**config.mk**
```make
export PLATFORM = sky130hd
export DESIGN_NAME = multicycle_control_flat
export DESIGN_NICKNAME = d
export VERILOG_FILES = /design/src/rtl/mctrl_pkg.sv /design/src/rtl/multicycle_control_if.sv /design/src/rtl/mctrl_mem_timer.sv /design/src/rtl/multicycle_control.sv /design/src/flat_wrapper.sv
export SDC_FILE = /design/constraint.sdc
export NUM_CORES = 1
export LEC_CHECK = 0
export CAP_MARGIN = 30
export CORE_UTILIZATION = 30
export CTS_CLUSTER_SIZE = 20
export DETAILED_ROUTE_END_ITERATION = 10
export GPL_TIMING_DRIVEN = 0
export PLACE_DENSITY = 0.47
export REMOVE_ABC_BUFFERS = 1
export SLEW_MARGIN = 20
export SYNTH_ARGS = -nofsm -noshare
export SYNTH_HDL_FRONTEND = slang
export SYNTH_HIERARCHICAL = 1
export SYNTH_SLANG_ARGS = --single-unit
```
**constraint.sdc**
```tcl
create_clock -name clk -period 5.35 [get_ports clk]
set_input_delay 0.535 -clock clk [delete_from_list [all_inputs] [get_ports clk]]
set_output_delay 0.535 -clock clk [all_outputs]
set_load 0.005 [all_outputs]
```
**src/rtl/mctrl_pkg.sv**
```systemverilog
// Shared types and constants for the multicycle MIPS controller.
// Optional illegal-opcode trap is selected with MCTRL_ILLEGAL_TRAP_EN.
package mctrl_pkg;

    typedef enum logic [3:0] {
        FETCH    = 4'd0,
        DECODE   = 4'd1,
        MEM_ADR  = 4'd2,
        MEM_RD   = 4'd3,
        MEM_WB   = 4'd4,
        MEM_WR   = 4'd5,
        RTYPE_EX = 4'd6,
        RTYPE_WB = 4'd7,
        ADDI_EX  = 4'd8,
        ANDI_EX  = 4'd9,
        IMM_WB   = 4'd10,
        BEQ      = 4'd11,
        BNE      = 4'd12,
        JUMP     = 4'd13,
        TRAP     = 4'd14
    } state_t;

    localparam logic [5:0] OP_RTYPE = 6'b000000;
    localparam logic [5:0] OP_LW    = 6'b100011;
    localparam logic [5:0] OP_SW    = 6'b101011;
    localparam logic [5:0] OP_BEQ   = 6'b000100;
    localparam logic [5:0] OP_BNE   = 6'b000101;
    localparam logic [5:0] OP_ADDI  = 6'b001000;
    localparam logic [5:0] OP_ANDI  = 6'b001100;
    localparam logic [5:0] OP_J     = 6'b000010;

    localparam logic [1:0] ALUOP_ADD   = 2'b00;
    localparam logic [1:0] ALUOP_SUB   = 2'b01;
    localparam logic [1:0] ALUOP_FUNCT = 2'b10;
    localparam logic [1:0] ALUOP_AND   = 2'b11;

    localparam logic       SRCA_PC     = 1'b0;
    localparam logic       SRCA_REG    = 1'b1;
    localparam logic [1:0] SRCB_REG    = 2'b00;
    localparam logic [1:0] SRCB_FOUR   = 2'b01;
    localparam logic [1:0] SRCB_IMM    = 2'b10;
    localparam logic [1:0] SRCB_IMM_SH = 2'b11;

    localparam logic [1:0] PCSRC_ALU    = 2'b00;
    localparam logic [1:0] PCSRC_ALUOUT = 2'b01;
    localparam logic [1:0] PCSRC_JUMP   = 2'b10;

    typedef struct packed {
        logic       pc_write;
        logic       pc_write_cond;
        logic       pc_write_cond_ne;
        logic [1:0] pc_src;
        logic       i_or_d;
        logic       mem_read;
        logic       mem_write;
        logic       ir_write;
        logic       mem_to_reg;
        logic       reg_dst;
        logic       reg_write;
        logic       alu_src_a;
        logic [1:0] alu_src_b;
        logic [1:0] alu_op;
`ifdef MCTRL_ILLEGAL_TRAP_EN
        logic       illegal;
`endif
    } ctrl_t;

    // Moore decode: the control word is a function of the state alone.
    function automatic ctrl_t decode_state(input state_t s);
        ctrl_t c;
        c = '0;
        case (s)
            FETCH: begin
                c.mem_read  = 1'b1;
                c.ir_write  = 1'b1;
                c.alu_src_b = SRCB_FOUR;
                c.pc_write  = 1'b1;
            end
            DECODE:   c.alu_src_b = SRCB_IMM_SH;
            MEM_ADR: begin
                c.alu_src_a = SRCA_REG;
                c.alu_src_b = SRCB_IMM;
            end
            MEM_RD: begin
                c.mem_read = 1'b1;
                c.i_or_d   = 1'b1;
            end
            MEM_WB: begin
                c.reg_write  = 1'b1;
                c.mem_to_reg = 1'b1;
            end
            MEM_WR: begin
                c.mem_write = 1'b1;
                c.i_or_d    = 1'b1;
            end
            RTYPE_EX: begin
                c.alu_src_a = SRCA_REG;
                c.alu_op    = ALUOP_FUNCT;
            end
            RTYPE_WB: begin
                c.reg_dst   = 1'b1;
                c.reg_write = 1'b1;
            end
            ADDI_EX: begin
                c.alu_src_a = SRCA_REG;
                c.alu_src_b = SRCB_IMM;
                c.alu_op    = ALUOP_ADD;
            end
            ANDI_EX: begin
                c.alu_src_a = SRCA_REG;
                c.alu_src_b = SRCB_IMM;
                c.alu_op    = ALUOP_AND;
            end
            IMM_WB:   c.reg_write = 1'b1;
            BEQ: begin
                c.alu_src_a     = SRCA_REG;
                c.alu_op        = ALUOP_SUB;
                c.pc_src        = PCSRC_ALUOUT;
                c.pc_write_cond = 1'b1;
            end
            BNE: begin
                c.alu_src_a        = SRCA_REG;
                c.alu_op           = ALUOP_SUB;
                c.pc_src           = PCSRC_ALUOUT;
                c.pc_write_cond_ne = 1'b1;
            end
            JUMP: begin
                c.pc_write = 1'b1;
                c.pc_src   = PCSRC_JUMP;
            end
`ifdef MCTRL_ILLEGAL_TRAP_EN
            TRAP:     c.illegal = 1'b1;
`endif
            default: ;
        endcase
        return c;
    endfunction

endpackage

```
**src/rtl/multicycle_control_if.sv**
```systemverilog
// Controller <-> datapath/memory bundle. master = controller, slave = datapath.
// illegal_op exists only when MCTRL_ILLEGAL_TRAP_EN is defined.
interface multicycle_control_if #(
    parameter int ALUOP_W = 2,
    parameter int CNT_W   = 32
);
    logic [5:0]         opcode;
    logic               mem_ready;
    logic               pc_write;
    logic               pc_write_cond;
    logic               pc_write_cond_ne;
    logic [1:0]         pc_src;
    logic               i_or_d;
    logic               mem_read;
    logic               mem_write;
    logic               ir_write;
    logic               mem_to_reg;
    logic               reg_dst;
    logic               reg_write;
    logic               alu_src_a;
    logic [1:0]         alu_src_b;
    logic [ALUOP_W-1:0] alu_op;
    logic               instr_retired;
    logic [CNT_W-1:0]   instr_count;
    logic               timeout_err;
`ifdef MCTRL_ILLEGAL_TRAP_EN
    logic               illegal_op;

    modport master (
        input  opcode, mem_ready,
        output pc_write, pc_write_cond, pc_write_cond_ne, pc_src, i_or_d,
               mem_read, mem_write, ir_write, mem_to_reg, reg_dst, reg_write,
               alu_src_a, alu_src_b, alu_op, instr_retired, instr_count,
               timeout_err, illegal_op
    );
    modport slave (
        output opcode, mem_ready,
        input  pc_write, pc_write_cond, pc_write_cond_ne, pc_src, i_or_d,
               mem_read, mem_write, ir_write, mem_to_reg, reg_dst, reg_write,
               alu_src_a, alu_src_b, alu_op, instr_retired, instr_count,
               timeout_err, illegal_op
    );
`else
    modport master (
        input  opcode, mem_ready,
        output pc_write, pc_write_cond, pc_write_cond_ne, pc_src, i_or_d,
               mem_read, mem_write, ir_write, mem_to_reg, reg_dst, reg_write,
               alu_src_a, alu_src_b, alu_op, instr_retired, instr_count,
               timeout_err
    );
    modport slave (
        output opcode, mem_ready,
        input  pc_write, pc_write_cond, pc_write_cond_ne, pc_src, i_or_d,
               mem_read, mem_write, ir_write, mem_to_reg, reg_dst, reg_write,
               alu_src_a, alu_src_b, alu_op, instr_retired, instr_count,
               timeout_err
    );
`endif
endinterface

```
**src/rtl/mctrl_mem_timer.sv**
```systemverilog
// Memory wait counter: counts stalled cycles and flags expiry on the
// TMO_CYCLES-th consecutive not-ready cycle (a ready in that cycle wins).
module mctrl_mem_timer #(
    parameter int TMO_CYCLES = 16
) (
    input  logic clk,
    input  logic rst_n,
    input  logic waiting,
    input  logic mem_ready,
    input  logic clear,
    output logic expire
);
    localparam int W = $clog2(TMO_CYCLES + 1);

    logic [W-1:0] cnt_reg;
    logic [W-1:0] cnt_next;
    logic         stall;

    assign stall  = waiting & ~mem_ready;
    assign expire = stall & (cnt_reg == W'(TMO_CYCLES - 1));

    always_comb begin
        cnt_next = cnt_reg;
        if (clear || expire) begin
            cnt_next = '0;
        end else if (stall) begin
            cnt_next = cnt_reg + W'(1);
        end
    end

    always_ff @(posedge clk or negedge rst_n) begin
        if (!rst_n) begin
            cnt_reg <= '0;
        end else begin
            cnt_reg <= cnt_next;
        end
    end

endmodule

```
**src/rtl/multicycle_control.sv**
```systemverilog
// Multicycle MIPS control FSM with memory handshake timeout and retire counter.
// Define MCTRL_ILLEGAL_TRAP_EN to trap unknown opcodes instead of retiring them as NOPs.
module multicycle_control
    import mctrl_pkg::*;
#(
    parameter int ALUOP_W    = 2,
    parameter int CNT_W      = 32,
    parameter int TMO_CYCLES = 16
) (
    input  logic clk,
    input  logic rst_n,
    multicycle_control_if.master bus
);
    state_t           state_reg;
    state_t           state_next;
    ctrl_t            ctrl_reg;
    logic [CNT_W-1:0] count_reg;
    logic             timeout_reg;
    logic             retire;
    logic             waiting;
    logic             in_fetch;
    logic             expire;

    assign in_fetch = (state_reg == FETCH);
    assign waiting  = in_fetch || (state_reg == MEM_RD) || (state_reg == MEM_WR);

    mctrl_mem_timer #(
        .TMO_CYCLES(TMO_CYCLES)
    ) u_timer (
        .clk      (clk),
        .rst_n    (rst_n),
        .waiting  (waiting),
        .mem_ready(bus.mem_ready),
        .clear    (state_next != state_reg),
        .expire   (expire)
    );

    always_comb begin
        state_next = state_reg;
        retire     = 1'b0;
        case (state_reg)
            FETCH: begin
                if (bus.mem_ready) begin
                    state_next = DECODE;
                end else if (expire) begin
                    state_next = FETCH;
                end
            end
            DECODE: begin
                case (bus.opcode)
                    OP_RTYPE:     state_next = RTYPE_EX;
                    OP_LW, OP_SW: state_next = MEM_ADR;
                    OP_BEQ:       state_next = BEQ;
                    OP_BNE:       state_next = BNE;
                    OP_ADDI:      state_next = ADDI_EX;
                    OP_ANDI:      state_next = ANDI_EX;
                    OP_J:         state_next = JUMP;
                    default: begin
`ifdef MCTRL_ILLEGAL_TRAP_EN
                        state_next = TRAP;
`else
                        state_next = FETCH;
                        retire     = 1'b1;
`endif
                    end
                endcase
            end
            MEM_ADR:  state_next = (bus.opcode == OP_LW) ? MEM_RD : MEM_WR;
            MEM_RD: begin
                if (bus.mem_ready) begin
                    state_next = MEM_WB;
                end else if (expire) begin
                    state_next = FETCH;
                end
            end
            MEM_WR: begin
                // The store retires in its ready cycle; a timeout abandons it silently.
                if (bus.mem_ready) begin
                    state_next = FETCH;
                    retire     = 1'b1;
                end else if (expire) begin
                    state_next = FETCH;
                end
            end
            RTYPE_EX: state_next = RTYPE_WB;
            ADDI_EX,
            ANDI_EX:  state_next = IMM_WB;
            MEM_WB, RTYPE_WB, IMM_WB, BEQ, BNE, JUMP: begin
                state_next = FETCH;
                retire     = 1'b1;
            end
            TRAP:     state_next = TRAP;
            default:  state_next = FETCH;
        endcase
    end

    // Control word is registered from the next state so it always matches state_reg.
    always_ff @(posedge clk or negedge rst_n) begin
        if (!rst_n) begin
            state_reg   <= FETCH;
            ctrl_reg    <= decode_state(FETCH);
            count_reg   <= '0;
            timeout_reg <= 1'b0;
        end else begin
            state_reg <= state_next;
            ctrl_reg  <= decode_state(state_next);
            if (retire) begin
                count_reg <= count_reg + CNT_W'(1);
            end
            if (expire) begin
                timeout_reg <= 1'b1;
            end
        end
    end

    // Fetch side effects only land in the cycle the instruction word arrives.
    assign bus.pc_write         = ctrl_reg.pc_write & (~in_fetch | bus.mem_ready);
    assign bus.ir_write         = ctrl_reg.ir_write & bus.mem_ready;
    assign bus.pc_write_cond    = ctrl_reg.pc_write_cond;
    assign bus.pc_write_cond_ne = ctrl_reg.pc_write_cond_ne;
    assign bus.pc_src           = ctrl_reg.pc_src;
    assign bus.i_or_d           = ctrl_reg.i_or_d;
    assign bus.mem_read         = ctrl_reg.mem_read;
    assign bus.mem_write        = ctrl_reg.mem_write;
    assign bus.mem_to_reg       = ctrl_reg.mem_to_reg;
    assign bus.reg_dst          = ctrl_reg.reg_dst;
    assign bus.reg_write        = ctrl_reg.reg_write;
    assign bus.alu_src_a        = ctrl_reg.alu_src_a;
    assign bus.alu_src_b        = ctrl_reg.alu_src_b;
    assign bus.alu_op           = ALUOP_W'(ctrl_reg.alu_op);
    assign bus.instr_retired    = retire;
    assign bus.instr_count      = count_reg;
    assign bus.timeout_err      = timeout_reg;
`ifdef MCTRL_ILLEGAL_TRAP_EN
    assign bus.illegal_op       = ctrl_reg.illegal;
`endif

endmodule

```
**src/flat_wrapper.sv**
```systemverilog
// flat-port wrapper written by rule: the top's interface ports become plain ports
module multicycle_control_flat import mctrl_pkg::*;
#(
    parameter int ALUOP_W    = 2,
    parameter int CNT_W      = 32,
    parameter int TMO_CYCLES = 16
)
  (clk, rst_n, bus_opcode, bus_mem_ready, bus_pc_write, bus_pc_write_cond, bus_pc_write_cond_ne, bus_pc_src, bus_i_or_d, bus_mem_read, bus_mem_write, bus_ir_write, bus_mem_to_reg, bus_reg_dst, bus_reg_write, bus_alu_src_a, bus_alu_src_b, bus_alu_op, bus_instr_retired, bus_instr_count, bus_timeout_err);
  multicycle_control_if #(.ALUOP_W(ALUOP_W), .CNT_W(CNT_W)) bus_i ();
  input  logic clk;
  input  logic rst_n;
  input wire logic [$bits(bus_i.opcode)-1:0] bus_opcode;
  input wire logic [$bits(bus_i.mem_ready)-1:0] bus_mem_ready;
  output wire logic [$bits(bus_i.pc_write)-1:0] bus_pc_write;
  output wire logic [$bits(bus_i.pc_write_cond)-1:0] bus_pc_write_cond;
  output wire logic [$bits(bus_i.pc_write_cond_ne)-1:0] bus_pc_write_cond_ne;
  output wire logic [$bits(bus_i.pc_src)-1:0] bus_pc_src;
  output wire logic [$bits(bus_i.i_or_d)-1:0] bus_i_or_d;
  output wire logic [$bits(bus_i.mem_read)-1:0] bus_mem_read;
  output wire logic [$bits(bus_i.mem_write)-1:0] bus_mem_write;
  output wire logic [$bits(bus_i.ir_write)-1:0] bus_ir_write;
  output wire logic [$bits(bus_i.mem_to_reg)-1:0] bus_mem_to_reg;
  output wire logic [$bits(bus_i.reg_dst)-1:0] bus_reg_dst;
  output wire logic [$bits(bus_i.reg_write)-1:0] bus_reg_write;
  output wire logic [$bits(bus_i.alu_src_a)-1:0] bus_alu_src_a;
  output wire logic [$bits(bus_i.alu_src_b)-1:0] bus_alu_src_b;
  output wire logic [$bits(bus_i.alu_op)-1:0] bus_alu_op;
  output wire logic [$bits(bus_i.instr_retired)-1:0] bus_instr_retired;
  output wire logic [$bits(bus_i.instr_count)-1:0] bus_instr_count;
  output wire logic [$bits(bus_i.timeout_err)-1:0] bus_timeout_err;
  assign bus_i.opcode = bus_opcode;
  assign bus_i.mem_ready = bus_mem_ready;
  assign bus_pc_write = bus_i.pc_write;
  assign bus_pc_write_cond = bus_i.pc_write_cond;
  assign bus_pc_write_cond_ne = bus_i.pc_write_cond_ne;
  assign bus_pc_src = bus_i.pc_src;
  assign bus_i_or_d = bus_i.i_or_d;
  assign bus_mem_read = bus_i.mem_read;
  assign bus_mem_write = bus_i.mem_write;
  assign bus_ir_write = bus_i.ir_write;
  assign bus_mem_to_reg = bus_i.mem_to_reg;
  assign bus_reg_dst = bus_i.reg_dst;
  assign bus_reg_write = bus_i.reg_write;
  assign bus_alu_src_a = bus_i.alu_src_a;
  assign bus_alu_src_b = bus_i.alu_src_b;
  assign bus_alu_op = bus_i.alu_op;
  assign bus_instr_retired = bus_i.instr_retired;
  assign bus_instr_count = bus_i.instr_count;
  assign bus_timeout_err = bus_i.timeout_err;
  multicycle_control #(.ALUOP_W(ALUOP_W), .CNT_W(CNT_W), .TMO_CYCLES(TMO_CYCLES)) u_core (.clk(clk), .rst_n(rst_n), .bus(bus_i));
endmodule
```
==> implementation parameters <==
Parameter                              Value

STA
  Worst hold slack across all endpoints    0.0387 ns
  Number of max-slew violations in the final report    0
  RSZ-0062 raised after global routing    false
  Final setup violation count    0
  Fin crit share    63.0%
  Timing-limited maximum frequency    0.297 GHz
  Worst slew pin tran    just under 0.9 ns
  Final critical path time including I/O delays and setup    3.37 ns
  Rel. slew slack    between 40% and 50%
  Setup_tns    0 ns
  Min setup slack post-route    1.98 ns
  Worst Clk Skew    between 0.008 and 0.009 ns
  Final count of hold timing violations    0

Floorplanning
  Core Footprint    9820 um2
  Die outline area    about 11000 um2
  Floorplan die height    103 um
  Floorplan row count    36
  Effective utilization at floorplan    a little over 30%
  Floorplan die width    103 um
  Number of top-level design ports    60

Clock tree
  Clock H-tree levels    3
  Post-CTS Repair Setup Buffers    0
  Skew-Pair Late Insertion Delay    0.33 ns
  Cts hold-fix bufs    0
  Sink Count    59
  Clock tree from TritonCTS    built
  Clock-pin slew on the worst setup and hold paths    0.07 ns
  TritonCTS Buffers    9
  Longest Clk Path Bufs    2
  CTS root buffer    sky130_fd_sc_hd__clkbuf_8
  Resized cells post-CTS    0

Drt
  Via/cell ratio    about 4.8
  Remaining design rule violation count    0
  Routed length per instance    ~14 um
  Number of DRC violations after detailed-routing iteration 0    between 150 and 200
  Final wirelength    6750 um
  Detail Route Antenna Nets    0
  Total via count in the routed design    2272
  Pre-Repair DR Iteration Count    4

Layout
  Net count reported at finish    353
  Area growth syn-to-layout    27.7%
  Filler Cell Count    996
  Inserted Diodes    0
  Fraction of layout cells with a size suffix above 1    11.0%
  Leading cell type in the layout, fill and taps excluded    sky130_fd_sc_hd__clkdlybuf4s50_1
  Non-filler instance count after layout    478
  Largest register FFs    32
  Most frequent cells in the layout    58 x sky130_fd_sc_hd__clkdlybuf4s50_1, 55 x sky130_fd_sc_hd__dfrtp_1, 26 x sky130_fd_sc_hd__xnor2_1

Worst setup path
  Register-to-Register Path Depth    12
  Worst setup path category    in -> out
  Reg2reg setup slack    2.00 ns
  Type of element capturing the critical path    output port
  Required time of the critical path    4.82 ns
  Arrival time of data at the critical path endpoint    2.83 ns
  Critical Path Start Type    primary input
  CP Max Fanout    8

Placed design
  Setup Slack @ Placement    1.90 ns
  Cell count after placement    463
  Total of buffers placed on input and output ports    59
  Placer Congestion    around 0.73
  Post-DP HPWL    ~4600 um

Synth
  Post-Syn Area per Cell    between 10 and 15 um2
  Proportion of synthesized chip area in sequential cells    48.6%
  Proportion of register bits with asynchronous set or reset after synthesis    100%
  Synth area leaders    sky130_fd_sc_hd__dfrtp_1 45%, sky130_fd_sc_hd__xnor2_1 7.5%, sky130_fd_sc_hd__dfstp_2 3.5%, sky130_fd_sc_hd__and3_1 2.9%, sky130_fd_sc_hd__nand2_1 2.8%
  Main synth FF type    sky130_fd_sc_hd__dfrtp_1
  Synth unique cells    a little under 60
  Synthesis Warnings    6
  Synth top area share    between 40% and 50%
  Cell taking the most area after synthesis    sky130_fd_sc_hd__dfrtp_1
  Number of flip-flops and latches in the synthesized netlist    59
  Number of enable-type register cells in the synthesized netlist    0
  Mapped cell area    just over 3000 um2
  Synthesized instance count    289

Global routing
  GRT Resource Usage Total    between 10% and 20%
  First-pass GRT wire length    11000 um
  Overflow after GRT    0
  Via count of the first global-routing pass    around 2200
  Pin count of the biggest net entering global routing    48
  Number of antenna violations at the first check in global routing    0

Power
  Sum of internal, switching and leakage power    0.00171 W
  Leakage power summed over all cells    1.66 nW
  Worst vdd rail ir drop    0.206 mV
  Power per standard cell area    440 nW/um2

Job
  Maximum capacitance violations    0

Status
  Result of the run    complete, no violations

Worst hold path
  Class of the tightest hold or removal check    in -> async
## worst paths after layout
path,start,to
hold reg to reg,u_core/bus.timeout_err,u_core/bus.timeout_err
setup / recovery,bus_opcode[2],bus_instr_retired
min in group clk,u_core/bus.timeout_err,u_core/bus.timeout_err
max in group asynchronous,rst_n,u_core/ctrl_reg[8]
hold / removal,rst_n,u_core/bus.instr_count[29]
setup reg to reg,u_core/state_reg[0],u_core/u_timer/cnt_reg[0]
## metal layers
| metal | track usage [%] | share of wire [%] |
|---|---|---|
| met3 | 3.73 | 4.3 |
| met5 | 0 | 0 |
| met4 | 5.53 | 1.2 |
| met1 | 19.4 | 50 |
| met2 | 20.4 | 44 |
## power breakdown
part	switching, W	leakage [nW]	internal (W)
Combinational	0.000370	0.774	0.000324
Sequential	0.0000981	0.793	0.000537
Clock	0.000173	0.0946	0.000209
Total	0.000641	1.66	0.00107
## cells by family after synthesis
logic type / Yosys count / share of synthesized area, %
xor+xnor: 33 / 9.49
buf+inv: 29 / 5.14
compound gates: 41 / 10.5
flops: 59 / 48.6
fa+ha+maj: 3 / 1.23
mux: 4 / 1.52
simple gates: 120 / 23.5
## worst max-delay path, stage by stage
cell and delay (ns):
sky130_fd_sc_hd__clkdlybuf4s50_1 0.59, sky130_fd_sc_hd__or3b_2 0.49, sky130_fd_sc_hd__o21a_1 0.12, sky130_fd_sc_hd__o211ai_1 0.39
sky130_fd_sc_hd__nand2_1 0.19, sky130_fd_sc_hd__clkdlybuf4s50_1 0.51
## final cells by class
class,instances,area (um2),area share (%)
Tap cell,133,166,4.28
Clock buffer,9,124,3.18
Timing Repair Buffer,60,616,15.8
Inverter,10,37.5,0.965
Clock inverter,6,57.6,1.48
Multi-Input combinational cell,201,1410,36.2
Sequential cell,59,1480,38.1
## per-stage QoR
| step | util, % | cell area, um2 |
|---|---|---|
| 6_report | 39.6 | 3890 |
| 5_1_grt | 39.6 | 3890 |
| 4_1_cts | 39.6 | 3890 |
| 3_5_place_dp | 37.8 | 3710 |
| 3_3_place_gp | 37.5 | 3680 |
| 2_1_floorplan | - | 2930 |
## synthesized netlist by cell type, drive strengths merged, types with 4 or more instances
master and count:
nand4 11, dfrtp 55, dfstp 4, and4 6
nand2 23, nand2b 7, xor2 7, nor2 14
nand3 12, a21oi 11, buf 16, xnor2 26
or3b 4, and3 14, a31oi 5, inv 10
o21ai 4, and2 8
(Power assumes the default switching activity.)
==> RTL change: new RTL, same settings <==
`TMO_CYCLES` is set to 16 in 3 places; all go to 8.
--- a/src/rtl/mctrl_mem_timer.sv
+++ b/src/rtl/mctrl_mem_timer.sv
@@ -3,3 +3,3 @@
 module mctrl_mem_timer #(
-    parameter int TMO_CYCLES = 16
+    parameter int TMO_CYCLES = 8
 ) (
--- a/src/rtl/multicycle_control.sv
+++ b/src/rtl/multicycle_control.sv
@@ -7,3 +7,3 @@
     parameter int CNT_W      = 32,
-    parameter int TMO_CYCLES = 16
+    parameter int TMO_CYCLES = 8
 ) (
--- a/src/flat_wrapper.sv
+++ b/src/flat_wrapper.sv
@@ -5,3 +5,3 @@
     parameter int CNT_W      = 32,
-    parameter int TMO_CYCLES = 16
+    parameter int TMO_CYCLES = 8
 )
Formal check against the unedited RTL: not equivalent (a bounded check fails within 10 cycles, from zero or initial values and one cycle with rst_n low).
==> RTL change against the original RTL <==
- sequential share of layout area down 0.62 points
- power up 6.2%
- non-clock buffer count unchanged
- routed wire length down 5.3%
- register-to-register slack worse by 0.30 ns
- synthesized area down 2.5%
- sequential cell count down 1
- core utilization up 1.7 points
- final area about the same
- die area down 2.5%
- worst setup slack worse by 0.28 ns
- highest routed layer unchanged
==> RTL change: results (changes against the original RTL) <==
- The cell total after placement came to 448 (-3.2%).
- The number of cells produced by synthesis is 277 (-4.2%).
- The number of design-rule violations left by the first detailed-router iteration is 91 (-44%).
- The largest voltage drop on the vdd net is 0.000253 V (+23%).
- The arithmetic-cell share of the synthesized area counting full adders, half adders and majority gates is 0.00843 (-0.00390).
- The number of H-tree levels was 3 (unchanged).
- The total number of nets in the final design is 341 (-3.4%).
- The half-perimeter wire length after detailed placement was 4450 um (-3.4%).
- The xor/xnor cell area share of the yosys netlist is 0.103 (+0.00834).
- The run finished with clean final reports.
- The cell family contributing the most delay on the critical path is simple AND/OR/NAND/NOR gates.
- The maximum fanout along the worst path is 11 (+3).
- The ratio of cells with drive above 1 in the final layout was 0.107 (-0.00268).
- The number of buffers inserted during clock tree synthesis came to 9 (unchanged).
- The per-cell via count in the routed design is 4.75 (about the same).
- The endpoint arrival time on the critical path is 3.86 ns (+1.03 ns).
- The commonest cells after synthesis are sky130_fd_sc_hd__dfrtp_1, sky130_fd_sc_hd__xnor2_1, sky130_fd_sc_hd__nand2_1.
- The worst slew slack as a fraction of its limit is 0.469 (+0.0502).
- The number of buffers inserted by post-CTS setup repair is 0 (unchanged).
- The stage delay of the slowest cell on the critical path is 0.53 ns (-0.06 ns).
- The final setup skew is 0.0130 ns (+0.00412 ns).
- The slowest stage of the critical path belongs to the cell sky130_fd_sc_hd__a221oi_1.
- The tightest min-delay check is of the input pin to async pin type.
- The post-cts repair resize count is 0 (unchanged).
- The share of synthesized area occupied by flip-flops and latches is 0.491 (+0.00408).
- The clock-pin slew on the worst setup and hold paths is 0.07 ns (about the same).
- The final-layout fill cell count came to 934 (-6.2%).
- The overall fraction of global-route tracks in use is 0.134 (-0.00474).
- The number of antenna diodes is 0 (unchanged).
- The largest net degree at the start of global routing is 48 (unchanged).
- The number of vias after detailed routing came to 2,204 (-3.0%).
- The complex-gate fraction of the synthesized area is 0.0965 (-0.00826).
- The met1 layer wirelength in the final routing is 3120 um (-7.9%).
- The standby leakage power is 1.67 nW (+0.79%).
- The number of warning messages in the yosys log was 6 (unchanged).
- The total length of routed met2 wires was 3000 um (+0.37%).
- The via count of the first global-routing pass came to 2,057 (-4.4%).
- The post-detailed-route wirelength per cell is 13.8 um (-2.5%).
- The buffer depth of the longest clock path is 2 (unchanged).
- The global-route wire length before repair is 10,500 um (-4.3%).
- The routability-driven placement congestion ratio is 0.802 (+9.6%).
- The initial antenna violation count came to 0 (unchanged).
- The met3 layer wire length in the routed design is 244 um (-16%).
- The count of different cell masters after synthesis came to 61 (+5.2%).
- By area the synthesized netlist is led by sky130_fd_sc_hd__dfrtp_1, sky130_fd_sc_hd__xnor2_1, sky130_fd_sc_hd__dfstp_2.
- The multiplexer share of the synthesized area was 0.0194 (+0.00418).
==> RTL change: changes by cell type after synthesis, sizes merged, moves of 2 or more <==
cell / before / now
a21oi: 11 / 6
nor2b: 1 / 3
nor3: 2 / 4
o21ai: 4 / 2
nand3b: 0 / 2
or3: 2 / 0
nand2: 23 / 20
==> RTL change: routing by layer <==
layer | track usage | up-vias
met1 | 0.183 | 1064
met5 | 0 | -
met2 | 0.203 | 50
li1 | - | 1086
met3 | 0.0345 | 4
met4 | 0.0535 | 0
==> RTL change: power by group <==
part	internal [mW]	leakage [nW]	switching [mW]
sequential	0.530	0.779	0.0984
clock	0.313	0.124	0.187
combinational	0.336	0.772	0.354
==> RTL change: metrics by stage <==
step | worst slack, ns | cell area, um2
after detailed placement | 1.68 | 3640
after CTS | 1.67 | 3890
after global routing | 1.31 | 3890
final | 1.70 | 3890
after global placement | 1.68 | 3610
after floorplan | 2.20 | 2860
==> RTL change: area by class of cell <==
class / count / area share
flip-flops and latches: 58 / 0.375
multi-input cells: 192 / 0.353
repair buffers: 60 / 0.158
well taps: 129 / 0.0415
clock inverters: 7 / 0.0322
clock buffers: 9 / 0.0319
inverters: 9 / 0.00869
==> RTL change: path summary, 6_finish.rpt <==
| check | cells past startpoint | to | slack [ns] | from |
|---|---|---|---|---|
| min in group clk | 1 | u_core/bus.instr_count[31] | 0.47 | u_core/bus.instr_count[31] |
| max | 14 | u_core/u_timer/cnt_reg[3] | 1.70 | u_core/state_reg[2] |
| max reg2reg | 14 | u_core/u_timer/cnt_reg[3] | 1.70 | u_core/state_reg[2] |
| min reg2reg | 1 | u_core/bus.instr_count[31] | 0.47 | u_core/bus.instr_count[31] |
| max in group asynchronous | 2 | u_core/ctrl_reg[8] | 4.76 | rst_n |
| min | 1 | u_core/bus.instr_count[25] | 0.04 | rst_n |
